### src/rtl/ahb_mtx_pkg.sv
// Shared types and encodings for the AHB matrix decode/arbitration slice.
//   htrans_t    : AHB HTRANS encodings
//   slave_idx_t : slave index (G, T, R, NONE)
//   arb_state_t : arbiter FSM state, with ARB_IDLE / ARB_A / ARB_B constants
//   onehot_to_idx() : one-hot slave select -> slave index
package ahb_mtx_pkg;

  localparam int unsigned HADDR_W  = 32;
  localparam int unsigned HTRANS_W = 2;
  localparam int unsigned NUM_SLV  = 3;
  localparam int unsigned HOLD_W   = 8;

  typedef enum logic [HTRANS_W-1:0] {
    HTRANS_IDLE   = 2'b00,
    HTRANS_BUSY   = 2'b01,
    HTRANS_NONSEQ = 2'b10,
    HTRANS_SEQ    = 2'b11
  } htrans_t;

  typedef enum logic [1:0] {
    SLV_G    = 2'd0,
    SLV_T    = 2'd1,
    SLV_R    = 2'd2,
    SLV_NONE = 2'd3
  } slave_idx_t;

  typedef logic [1:0] arb_state_t;

  localparam arb_state_t ARB_IDLE = 2'd0;
  localparam arb_state_t ARB_A    = 2'd1;
  localparam arb_state_t ARB_B    = 2'd2;

  // Select bit order: [0]=G, [1]=T, [2]=R
  function automatic slave_idx_t onehot_to_idx(input logic [NUM_SLV-1:0] sel);
    slave_idx_t idx;
    idx = SLV_NONE;
    if (sel[0])      idx = SLV_G;
    else if (sel[1]) idx = SLV_T;
    else if (sel[2]) idx = SLV_R;
    return idx;
  endfunction

endpackage

### src/rtl/ahb_addr_decode.sv
// Combinational AHB address decoder for one master.
// Ports:
//   haddr  : address phase address (only [31:28] is decoded)
//   htrans : transfer type; a select is only raised for NONSEQ/SEQ
//   sel    : one-hot slave select, [0]=G, [1]=T, [2]=R
//   idx    : slave index matching sel (SLV_NONE when sel is zero)
module ahb_addr_decode
  import ahb_mtx_pkg::*;
#(
  parameter logic [31:0] G_BASE = 32'h0000_0000,
  parameter logic [31:0] T_BASE = 32'h1000_0000,
  parameter logic [31:0] R_BASE = 32'h2000_0000
) (
  input  logic [HADDR_W-1:0]  haddr,
  input  logic [HTRANS_W-1:0] htrans,
  output logic [NUM_SLV-1:0]  sel,
  output slave_idx_t          idx
);

  logic [3:0] region;
  logic       unused_bits;

  assign region      = haddr[31:28];
  assign unused_bits = ^{haddr[27:0], htrans[0]};

  // Priority order keeps sel one-hot even if two bases share a region
  always_comb begin
    sel = '0;
    if (htrans[1]) begin
      if (region == G_BASE[31:28])      sel = 3'b001;
      else if (region == T_BASE[31:28]) sel = 3'b010;
      else if (region == R_BASE[31:28]) sel = 3'b100;
    end
  end

  assign idx = onehot_to_idx(sel);

endmodule

### src/rtl/ahb_decode_arb.sv
// Two-master AHB address decode plus round-robin arbitration of a contended slave.
// Optional feature macro: ARB_BURST_HOLD_EN (keeps a SEQ burst on the granted
// slave from being split, bounded by MAX_HOLD).
// Ports:
//   clk, rst_n                   : clock, async active-low reset
//   HADDR_x, HTRANS_x, HREADY_x  : master x address phase and ready (x = A, B)
//   HSEL_{G,T,R}_x               : combinational slave selects per master
//   arbiter_WR                   : registered, 1 = B owns contended slave, 0 = A
module ahb_decode_arb
  import ahb_mtx_pkg::*;
#(
  parameter logic [31:0] G_BASE   = 32'h0000_0000,
  parameter logic [31:0] T_BASE   = 32'h1000_0000,
  parameter logic [31:0] R_BASE   = 32'h2000_0000,
  parameter int unsigned MAX_HOLD = 16
) (
  input  logic        clk,
  input  logic        rst_n,
  input  logic [31:0] HADDR_A,
  input  logic [1:0]  HTRANS_A,
  input  logic        HREADY_A,
  input  logic [31:0] HADDR_B,
  input  logic [1:0]  HTRANS_B,
  input  logic        HREADY_B,
  output logic        HSEL_G_A,
  output logic        HSEL_T_A,
  output logic        HSEL_R_A,
  output logic        HSEL_G_B,
  output logic        HSEL_T_B,
  output logic        HSEL_R_B,
  output logic        arbiter_WR
);

  localparam logic LW_A = 1'b0;
  localparam logic LW_B = 1'b1;

  logic [NUM_SLV-1:0] sel_a, sel_b;
  slave_idx_t         idx_a, idx_b;
  logic               contend;

  arb_state_t         state_q, state_d;
  logic               last_q, last_d;
  logic [HOLD_W-1:0]  hold_q, hold_d;
  slave_idx_t         gnt_slave_q, gnt_slave_d;
  logic               arb_wr_q;

  logic               owner_ready;
  logic               hold_expired;
  logic               burst_hold;

  ahb_addr_decode #(.G_BASE(G_BASE), .T_BASE(T_BASE), .R_BASE(R_BASE)) u_dec_a (
    .haddr  (HADDR_A),
    .htrans (HTRANS_A),
    .sel    (sel_a),
    .idx    (idx_a)
  );

  ahb_addr_decode #(.G_BASE(G_BASE), .T_BASE(T_BASE), .R_BASE(R_BASE)) u_dec_b (
    .haddr  (HADDR_B),
    .htrans (HTRANS_B),
    .sel    (sel_b),
    .idx    (idx_b)
  );

  assign HSEL_G_A = sel_a[0];
  assign HSEL_T_A = sel_a[1];
  assign HSEL_R_A = sel_a[2];
  assign HSEL_G_B = sel_b[0];
  assign HSEL_T_B = sel_b[1];
  assign HSEL_R_B = sel_b[2];

  assign contend      = |(sel_a & sel_b);
  assign owner_ready  = (state_q == ARB_B) ? HREADY_B : HREADY_A;
  assign hold_expired = (hold_q == HOLD_W'(MAX_HOLD - 1));

`ifdef ARB_BURST_HOLD_EN
  // Owner is continuing a burst on the slave it was granted
  always_comb begin
    burst_hold = 1'b0;
    if (state_q == ARB_A)
      burst_hold = (HTRANS_A == HTRANS_SEQ) && (idx_a == gnt_slave_q);
    else if (state_q == ARB_B)
      burst_hold = (HTRANS_B == HTRANS_SEQ) && (idx_b == gnt_slave_q);
  end
`else
  logic unused_idx_b;
  assign unused_idx_b = ^idx_b;
  assign burst_hold   = 1'b0;
`endif

  // Next-state: round-robin per transfer, held while the owner's data phase stalls
  always_comb begin
    state_d     = state_q;
    last_d      = last_q;
    gnt_slave_d = gnt_slave_q;
    hold_d      = hold_q;

    case (state_q)
      ARB_IDLE: begin
        if (contend) begin
          gnt_slave_d = idx_a;
          if (last_q == LW_B) begin
            state_d = ARB_A;
            last_d  = LW_A;
          end else begin
            state_d = ARB_B;
            last_d  = LW_B;
          end
        end
      end
      ARB_A, ARB_B: begin
        if (owner_ready && !(burst_hold && !hold_expired)) begin
          if (contend) begin
            gnt_slave_d = idx_a;
            if (state_q == ARB_A) begin
              state_d = ARB_B;
              last_d  = LW_B;
            end else begin
              state_d = ARB_A;
              last_d  = LW_A;
            end
          end else begin
            state_d = ARB_IDLE;
          end
        end
      end
      default: state_d = ARB_IDLE;
    endcase

    // Grant-cycle counter: cleared on any state change, saturating otherwise
    if (state_d != state_q)
      hold_d = '0;
    else if (state_q != ARB_IDLE && hold_q != {HOLD_W{1'b1}})
      hold_d = hold_q + HOLD_W'(1);
  end

  // State register; arbiter_WR registered from next state
  always_ff @(posedge clk or negedge rst_n) begin
    if (!rst_n) begin
      state_q     <= ARB_IDLE;
      last_q      <= LW_B;
      hold_q      <= '0;
      gnt_slave_q <= SLV_NONE;
      arb_wr_q    <= 1'b0;
    end else begin
      state_q     <= state_d;
      last_q      <= last_d;
      hold_q      <= hold_d;
      gnt_slave_q <= gnt_slave_d;
      arb_wr_q    <= (state_d == ARB_B);
    end
  end

  assign arbiter_WR = arb_wr_q;

endmodule

### config.mk
export PLATFORM = sky130hd
export DESIGN_NAME = ahb_decode_arb
export DESIGN_NICKNAME = d
export VERILOG_FILES = /design/src/rtl/ahb_mtx_pkg.sv /design/src/rtl/ahb_addr_decode.sv /design/src/rtl/ahb_decode_arb.sv
export SDC_FILE = /design/constraint.sdc
export NUM_CORES = 1
export LEC_CHECK = 0
export BUFFER_PORTS_ARGS = -buffer_cell sky130_fd_sc_hd__buf_2
export CORE_MARGIN = 1
export CORE_UTILIZATION = 23
export DETAILED_ROUTE_END_ITERATION = 7
export GPL_ROUTABILITY_DRIVEN = 0
export PLACE_DENSITY = 0.74
export SLEW_MARGIN = 25
export SYNTH_ARGS = -nofsm -noshare
export SYNTH_HDL_FRONTEND = slang
export SYNTH_SLANG_ARGS = --single-unit
### constraint.sdc
create_clock -name clk -period 2.06 [get_ports clk]
set_input_delay 0.412 -clock clk [delete_from_list [all_inputs] [get_ports clk]]
set_output_delay 0.412 -clock clk [all_outputs]
set_load 0.005 [all_outputs]
==> results of run 1 <==
[metrics by stage]
step / std cells / util, % / hold WS [ps] / worst slack, ps
after floorplan: 50 / - / 116 / 118
after global placement: 97 / 33.3 / 216 / 148
after detailed placement: 97 / 33.3 / 217 / 136
after CTS: 102 / 35.4 / 492 / 107
after global routing: 102 / 35.6 / 514 / 12.6
final: 102 / 35.6 / 502 / 128
[layer usage]
layer | GRT usage [%] | wire length (µm)
met5 | 0 | 0
met4 | 7.06 | 0
met3 | 2.38 | 43
met2 | 20.0 | 477
met1 | 14.0 | 472
[power groups by stage]
stage | sequential [mW] | clock [mW] | combinational, mW
final | 0.120 | 0.105 | 0.202
after global routing | 0.123 | 0.110 | 0.225
after CTS | 0.120 | 0.111 | 0.199
after detailed placement | 0.120 | 0 | 0.197
after global placement | 0.120 | 0 | 0.186
after floorplan | 0.120 | 0 | 0.131
[cell type report]
type	instances	share of cell area, %
multi-input cells	44	53.6
repair buffers	23	19.9
flip-flops and latches	4	16.1
well taps	25	4.98
clock buffers	4	4.18
inverters	2	1.20
[how the worst max path moves through the flow]
stage               cells past startpoint    endpoint
floorplan                               7  arbiter_WR
global placement                        7  arbiter_WR
global route                            7  arbiter_WR
CTS                                     7  arbiter_WR
detailed placement                      7  arbiter_WR
finish                                  7  arbiter_WR
[registers in the layout, summed over array words and instances, names as in the netlist]
register	cells
state_q	2
arbiter_WR	1
last_q	1
[cells in the mapped netlist]
cell and count:
nor3b_1 4, nand2_1 5, nand3_1 1, xnor2_1 1, nand2b_1 1, o311a_1 1, inv_1 2, nor4_2 1
nand3b_1 1, mux2i_1 2, a31o_1 1, mux2_2 2, nor3_1 3, nor2b_1 2, a22oi_1 1, a21oi_1 1
mux2_4 1, nor2_1 7, ha_1 4, and4bb_1 1, nor4b_1 1, o21ai_0 1, dfstp_2 1, dfrtp_1 3
nor3_4 1, a21oi_2 1
[cells by family (layout without fill, tap and decap cells)]
logic type / Yosys count / after routing
AND/OR/NAND/NOR: 28 / 28
flip-flops: 4 / 4
buffers and inverters: 2 / 29
adder cells (fa/ha/maj): 4 / 4
AO/OA/AOI/OAI: 6 / 6
multiplexers: 5 / 5
XOR/XNOR: 1 / 1
[repair_timing]
item	in CTS	in global routing
hold buffers	1	0
endpoints found under the setup margin	0	1
resized for setup	0	1
hold endpoints to repair	3	0
buffers inserted	0	0
==> metrics.md, run 1 <==
| Metric | Value |
|---|---|
| Status | `complete, no violations` |
| Clock Latency Late Sink | `between 200 and 250 ps` |
| Setup violators final | `0` |
| Unique masters post-synth | `26` |
| Final instance area | `around 630 µm²` |
| Startpoint types | `flop` |
| Worst reg-to-reg path cell count | `7` |
| DR pass1 iterations | `4` |
| Synthesized cell area | `between 400 and 500 µm²` |
| Clock sink count | `4` |
| Most frequent cells in the layout | `buf_2, nor2_1, nand2_1` |
| Final slew viol count | `0` |
| Sw frac | `36.1%` |
| Critical Path Fanout Max | `7` |
| Share of layout cells above drive strength 1 | `a little over two fifths` |
| RSZ-0062 raised after global routing | `no` |
| Diodes inserted | `0` |
| Area Overhead vs Synth | `42.2%` |
| Worst path arrival time | `2060 ps` |
| Vias post-DR | `approximately 450` |
| CTS root buf | `clkbuf_4` |
| Layout Skew | `about 7.1 ps` |
| Clock tree buffer depth | `2` |
| Maximum VDD drop | `463 µV` |
| Clk network pwr share | `24.5%` |
| Die Width | `45.8 µm` |
| Synth Area in Compound Gates | `between 10% and 20%` |
| Multi-input gate area | `around 340 µm²` |
| Drt total wl | `slightly below 1000 µm` |
| Combinational Power Share | `between 40% and 50%` |
| H-tree Lvls | `1` |
| Setup_tns | `0 ps` |
| Syn_nets | `approximately 130` |
| Seq cells post-synth | `4` |
| Gr usage total | `12.0%` |
| Residual overflow from global routing | `0` |
| Flop pwr share | `28.1%` |
| Commonest non-fill, non-tap cell in the layout | `buf_2` |
| Residual DRC count | `0` |
| CTS buffer count | `3` |
| Critical R2R Capture | `arbiter_WR` |
| Clock transition at path regs | `40 ps` |
| Initial Util | `between 20% and 30%` |
| Die Height | `between 40 and 50 µm` |
| Slew HR | `82.4%` |
| Via density | `4.36` |
| Final Hold Violating Endpoints | `0` |
| Synth Instances | `50` |
| HPWL Detailed | `roughly 800 µm` |
| Total Power | `426 µW` |
| Max_cap viols | `0` |
| HP Class | `primary input to async pin` |
| Switching pwr | `roughly 150 µW` |
| Mean Syn Cell Area | `8.83 µm²` |
| Worst path max stage delay | `approximately 400 ps` |
| Largest family of logic cells by synthesized area | `simple AND/OR/NAND/NOR gates` |
| Storage cell area | `a little over 100 µm²` |
| Internal power | `roughly 270 µW` |
| Seq/Total Area, Yosys | `between 20% and 30%` |
| Crit path launch | `state_q[1]` |
| Die area | `~0.0021 mm²` |
| Req. time, crit path | `2190 ps` |
| R2R Setup Slk | `130 ps` |
| First-pass GRT wire length | `1790 µm` |
| Pin count of the biggest net entering global routing | `8` |
| Period utilization | `93.8%` |
| Worst-Margin Slew | `around 260 ps` |
| Fillcell total | `roughly 190` |
| Cell Area, Placed | `between 500 and 600 µm²` |
| Fin nets | `154` |
| Crit path buf inv count | `1` |
| Initial antenna violation count | `0` |
| Worst path slowest cell | `ha_1` |
| Antenna viol nets, final | `0` |
| Post-Synth Adder-Cell Area | `between 10% and 20%` |
| Core Area | `~0.0018 mm²` |
| # IOs | `between 70 and 80` |
| Static Leak | `roughly 0.29 nW` |
| Yosys top cell area share | `between 15 and 20%` |
| I/O Buffers | `20` |
| Initial detailed-routing violation count | `7` |
| XOR/XNOR Fraction of Synth Area | `under 10%` |
| FP Rows | `15` |
| Top post-synthesis cells by area | `dfrtp_1, ha_1, nor3b_1` |
| Worst-path cell chain | `inv_1 > ha_1 > nand2_1 > mux2_4 > nor2b_1 > a31o_1 > nor4_2` |
| FMAX | `0.518 GHz` |
| Worst Path Class, Setup | `flop to flop` |
| Simple-gate share of the synthesized area | `about two fifths` |
| Mux cell area share after synthesis | `approximately an eighth` |
| Top delay family on crit path | `simple AND/OR/NAND/NOR gates` |
| R2R Path Start | `state_q[1]` |
| Yosys warning count | `0` |
| Avg WL per Cell | `just under 10 µm` |
| Min Tclk post-route | `just under 2000 ps` |
| Pwr/cell area | `679 mW/mm²` |
| Vias in the first global route | `approximately 440` |
| CTS tree | `done` |
| Cell taking the most area after synthesis | `dfrtp_1` |
| CP Capture Type | `flop` |
Power figures use the tool's default switching activity.
==> run 2: changes to the inputs <==
--- a/config.mk
+++ b/config.mk
@@ -7,11 +7,12 @@
 export LEC_CHECK = 0
 export BUFFER_PORTS_ARGS = -buffer_cell sky130_fd_sc_hd__buf_2
 export CORE_MARGIN = 1
-export CORE_UTILIZATION = 23
+export CORE_UTILIZATION = 22
 export DETAILED_ROUTE_END_ITERATION = 7
 export GPL_ROUTABILITY_DRIVEN = 0
-export PLACE_DENSITY = 0.74
+export PLACE_DENSITY = 0.73
 export SLEW_MARGIN = 25
 export SYNTH_ARGS = -nofsm -noshare
 export SYNTH_HDL_FRONTEND = slang
+export SYNTH_HIERARCHICAL = 1
 export SYNTH_SLANG_ARGS = --single-unit
==> metrics.md, run 2 <==
| Metric | Value |
|---|---|
| FP Rows | `15` |
| Cell Area, Placed | `between 500 and 600 µm²` |
| Gr usage total | `about 11%` |
| Period utilization | `roughly 93%` |
| Largest reg by FF count | `state_q` |
| Layout Skew | `8.21 ps` |
| Min Tclk post-route | `1910 ps` |
| Yosys warning count | `6` |
| Core Area | `between 0.0015 and 0.002 mm²` |
| Fin nets | `around 150` |
| Clock Latency Late Sink | `approximately 240 ps` |
| Max_cap viols | `0` |
| Via density | `about 4.3` |
| Die area | `approximately 0.0020 mm²` |
| DR pass1 iterations | `4` |
| CTS tree | `done` |
| Worst Path Class, Setup | `primary input to flop` |
| Synth Instances | `48` |
| CP Capture Type | `flop` |
| Critical Path Fanout Max | `7` |
| CTS buffer count | `3` |
| Placed insts | `95` |
| Syn_nets | `~120` |
| Clock transition at path regs | `40 ps` |
| Share of layout cells above drive strength 1 | `49.3%` |
| First-pass GRT wire length | `1570 µm` |
| Status | `complete, no violations` |
| HPWL Detailed | `just over 800 µm` |
| Pin count of the biggest net entering global routing | `8` |
| Synthesized cell area | `roughly 400 µm²` |
| Final Hold Violating Endpoints | `0` |
| Maximum VDD drop | `246 µV` |
| Max FFs per register | `2` |
| Vias in the first global route | `around 400` |
| Layout Cells excl Fill | `100` |
| Avg WL per Cell | `9.44 µm` |
| Initial detailed-routing violation count | `11` |
| H-tree Lvls | `1` |
| Slew HR | `approximately four fifths` |
| Final slew viol count | `0` |
| Residual overflow from global routing | `0` |
| Pwr/cell area | `a little under 700 mW/mm²` |
| FMAX | `~0.52 GHz` |
| CTS root buf | `clkbuf_4` |
| I/O Buffers | `20` |
| Most frequent cells in the layout | `buf_2, inv_1, nand2_1` |
| Final hold slack | `between 500 and 600 ps` |
| Initial antenna violation count | `0` |
| Clock sink count | `4` |
| Clock tree buffer depth | `2` |
| Die Height | `between 40 and 50 µm` |
| Area Overhead vs Synth | `46.2%` |
| RSZ-0062 raised after global routing | `no` |
| Setup Fix Bufs, Post-CTS | `0` |
| Die Width | `45.3 µm` |
| Residual DRC count | `0` |
| Initial Util | `a little under a quarter` |
| Diodes inserted | `0` |
| Req. time, crit path | `2240 ps` |
| Vias post-DR | `434` |
| Setup violators final | `0` |
| Antenna viol nets, final | `0` |
| Drt total wl | `roughly 940 µm` |
| Worst-Margin Slew | `around 310 ps` |
| Mean Syn Cell Area | `8.58 µm²` |
| Commonest non-fill, non-tap cell in the layout | `buf_2` |
| Final instance area | `602 µm²` |
| HP Class | `primary input to async pin` |
| Worst path arrival time | `approximately 2100 ps` |
| Final core utilization | `roughly a third` |
| Static Leak | `roughly 0.3 nW` |
| Startpoint types | `primary input` |
| # IOs | `between 70 and 80` |
==> run 2: where the power goes <==
| group | total (mW) | switching [mW] | leakage [nW] | internal (mW) |
|---|---|---|---|---|
| clock network | 0.108 | 0.0352 | 0.0150 | 0.0729 |
| logic | 0.172 | 0.0925 | 0.237 | 0.0793 |
| registers | 0.126 | 0.0203 | 0.0519 | 0.105 |
==> run 2: path summary, 6_finish.rpt <==
check | start | endpoint | slack, ps | cells after the start
worst min-delay path | rst_n | state_q[0] | 500 | 2
worst min register to register | last_q | last_q | 550 | 2
worst max register to register | state_q[0] | arbiter_WR | 340 | 6
max in group asynchronous | rst_n | last_q | 1340 | 2
worst max-delay path | HADDR_B[28] | state_q[0] | 150 | 8
min in group clk | last_q | last_q | 550 | 2
==> run 2: worst max-delay path, stage by stage <==
cell      delay, ps
buf_2           110
or4b_4          540
nor2_2          110
a222oi_1        100
buf_4           170
or3_4           370
a21oi_2         140
o21ba_2         150
==> run 2: routing by layer <==
layer	global-route usage [%]	routed length (µm)	up-vias
li1	-	-	225
met2	17.4	427	17
met5	0	0	-
met1	12.4	447	192
met4	7.27	0	0
met3	3.20	70	0
==> run 2: layout make-up <==
| cell class | count | area, µm² |
|---|---|---|
| clock buffer | 4 | 26.3 |
| fill | 199 | 1140 |
| inverter | 6 | 22.5 |
| multi-input combinational | 38 | 295 |
| sequential | 4 | 101 |
| tap | 25 | 31.3 |
| timing repair buffer | 23 | 125 |
==> run 2: stage by stage <==
stage | setup slack, ps | setup TNS [ps] | total power, mW
final | 146 | 0 | 0.406
after global routing | 62.0 | 0 | 0.446
after CTS | 142 | 0 | 0.413
after detailed placement | -116 | -253 | 0.298
after global placement | -106 | -228 | 0.290
after floorplan | 68.3 | 0 | 0.240
==> run 2: what timing repair did <==
action,4_1_cts,5_1_grt
gates resized for setup,0,0
setup endpoints to repair,0,0
endpoints found under the hold margin,3,0
hold buffers,1,0
==> run 3: changes to the inputs <==
--- a/config.mk
+++ b/config.mk
@@ -7,10 +7,11 @@
 export LEC_CHECK = 0
 export BUFFER_PORTS_ARGS = -buffer_cell sky130_fd_sc_hd__buf_2
 export CORE_MARGIN = 1
-export CORE_UTILIZATION = 22
+export CORE_UTILIZATION = 25
 export DETAILED_ROUTE_END_ITERATION = 7
 export GPL_ROUTABILITY_DRIVEN = 0
-export PLACE_DENSITY = 0.73
+export PLACE_DENSITY = 0.78
+export RECOVER_POWER = 25
 export SLEW_MARGIN = 25
 export SYNTH_ARGS = -nofsm -noshare
 export SYNTH_HDL_FRONTEND = slang
==> constraint.sdc (replaced) <==
create_clock -name clk -period 2 [get_ports clk]
set_input_delay 0.4 -clock clk [delete_from_list [all_inputs] [get_ports clk]]
set_output_delay 0.4 -clock clk [all_outputs]
set_load 0.005 [all_outputs]
==> metrics.md, run 3 (same netlist as run 2, synthesis figures left out) <==
| Metric | Value |
|---|---|
| Status | `complete, no violations` |
| Clock transition at path regs | `approximately 40 ps` |
| Max_cap viols | `0` |
| Pin count of the biggest net entering global routing | `8` |
| GR Util met1 | `approximately 14%` |
| Core Area | `0.00152 mm²` |
| FP Rows | `14` |
| H-tree Lvls | `1` |
| Fin nets | `roughly 150` |
| Met2 GRT Util | `20.6%` |
| HPWL Detailed | `883 µm` |
| Cell Area, Placed | `~550 µm²` |
| Setup ws final | `~52 ps` |
| Avg WL per Cell | `about 12 µm` |
| Combinational Power Share | `between 40% and 50%` |
| Clock tree buffer depth | `2` |
| Req. time, crit path | `2190 ps` |
| I/O Buffers | `20` |
| Internal power | `roughly 270 µW` |
| CP Capture Type | `flop` |
| Initial antenna violation count | `0` |
| Max FFs per register | `2` |
| Period utilization | `a little over nine tenths` |
| Sw frac | `roughly two fifths` |
| Min Tclk post-route | `approximately 1900 ps` |
| Top delay family on crit path | `simple AND/OR/NAND/NOR gates` |
| Worst-path cell chain | `buf_2 > or4b_4 > nor2_2 > a222oi_1 > buf_4 > or3_4 > a21oi_4 > o21ba_2` |
| Worst path slowest cell | `or4b_4` |
| Initial Util | `27.0%` |
| Die Width | `around 43 µm` |
| Slew HR | `about four fifths` |
| Setup violators final | `0` |
| # IOs | `slightly below 80` |
| Worst path arrival time | `2130 ps` |
| CTS tree | `done` |
| Gr usage total | `between 10% and 20%` |
| Vias post-DR | `around 460` |
| Pwr/cell area | `731 mW/mm²` |
| Maximum VDD drop | `about 290 µV` |
| Switching pwr | `~170 µW` |
| Worst path max stage delay | `around 550 ps` |
| Worst Path Class, Setup | `primary input to flop` |
| Most frequent cells in the layout | `buf_2, inv_1, nand2_1` |
| CTS buffer count | `3` |
| Die area | `approximately 0.0018 mm²` |
| Area Overhead vs Synth | `45.0%` |
| Diodes inserted | `0` |
| Crit path buf inv count | `2` |
| Layout Cells excl Fill | `91` |
| Placed insts | `86` |
| Met3 usage | `under 10%` |
| Initial detailed-routing violation count | `12` |
| Residual DRC count | `0` |
| Largest reg by FF count | `state_q` |
| Worst-Margin Slew | `323 ps` |
| Clock sink count | `4` |
| HP Class | `primary input to async pin` |
| Post-place setup slack | `-197 ps` |
| Fillcell total | `157` |
| Drt total wl | `roughly 1100 µm` |
| Final slew viol count | `0` |
| Vias in the first global route | `436` |
| Share of layout cells above drive strength 1 | `about 48%` |
| Critical Path Fanout Max | `7` |
| Static Leak | `between 0.3 and 0.4 nW` |
| DR pass1 iterations | `4` |
| Most Used Layer, Global Route | `met2` |
| CTS root buf | `clkbuf_4` |
| Via density | `~5.0` |
| Flop pwr share | `around 30%` |
| First-pass GRT wire length | `roughly 1700 µm` |
| Commonest non-fill, non-tap cell in the layout | `buf_2` |
| Die Height | `42.6 µm` |
| Antenna viol nets, final | `0` |
| Clock Latency Late Sink | `about 250 ps` |
| Total Power | `approximately 440 µW` |
| Residual overflow from global routing | `0` |
| Layout Skew | `approximately 1.3 ps` |
| Final Hold Violating Endpoints | `0` |
| Startpoint types | `primary input` |
| FMAX | `0.513 GHz` |
| Clk network pwr share | `27.2%` |
| Final instance area | `approximately 600 µm²` |
| Setup Fix Bufs, Post-CTS | `0` |
-- run 3: cell types whose count changed in the layout (fill, tap and decap cells not counted), sizes merged --
cell,delta
buf,-1
clkbuf,+1
-- run 3: layout make-up --
| class | instances | area [µm²] | area share, % |
|---|---|---|---|
| Timing Repair Buffer | 23 | 124 | 20.8 |
| Clock buffer | 4 | 26.3 | 4.40 |
| Sequential cell | 4 | 101 | 17.0 |
| Tap cell | 16 | 20.0 | 3.35 |
| Inverter | 6 | 22.5 | 3.77 |
| Multi-Input combinational cell | 38 | 303 | 50.7 |
-- run 3: power by group through the flow --
stage,Combinational [mW],Sequential (mW),Clock [mW]
after floorplan,0.122,0.125,0
after global placement,0.169,0.130,0
after detailed placement,0.177,0.132,0
after CTS,0.179,0.131,0.120
after global routing,0.209,0.135,0.128
final,0.187,0.131,0.119
-- run 3: per-layer routing --
layer	vias up	share of wire [%]
li1	224	-
met1	201	39
met2	26	47
met3	4	9.9
met4	0	3.8
met5	-	0
-- run 3: timing repair --
item,4_1_cts,5_1_grt
setup endpoints to repair,0,2
resized for setup,0,1
hold endpoints to repair,3,0
hold buffers,1,0
-- run 3: metrics by stage --
step                utilization [%]  hold WS (ps)  TNS [ps]
floorplan                         -           104         0
global placement               36.4           203      -395
detailed placement             36.4           215      -506
CTS                            38.8           490         0
global route                   39.2           550     -11.9
finish                         39.2           520         0
-- run 3: worst paths after layout --
path | slack (ps) | cells past startpoint | to | start
max | 50 | 8 | state_q[0] | HADDR_B[28]
max reg2reg | 210 | 6 | arbiter_WR | state_q[0]
min | 520 | 2 | state_q[1] | rst_n
min reg2reg | 580 | 2 | last_q | last_q
max in group asynchronous | 1230 | 2 | last_q | rst_n
min in group clk | 580 | 2 | last_q | last_q
-- run 3: worst register-to-register path, cell delays in order (launching register included) --
cell	delay, ps
dfrtp_1	420
inv_1	100
ha_1	160
mux2i_1	300
mux2i_1	320
nand3b_1	110
a211oi_1	270
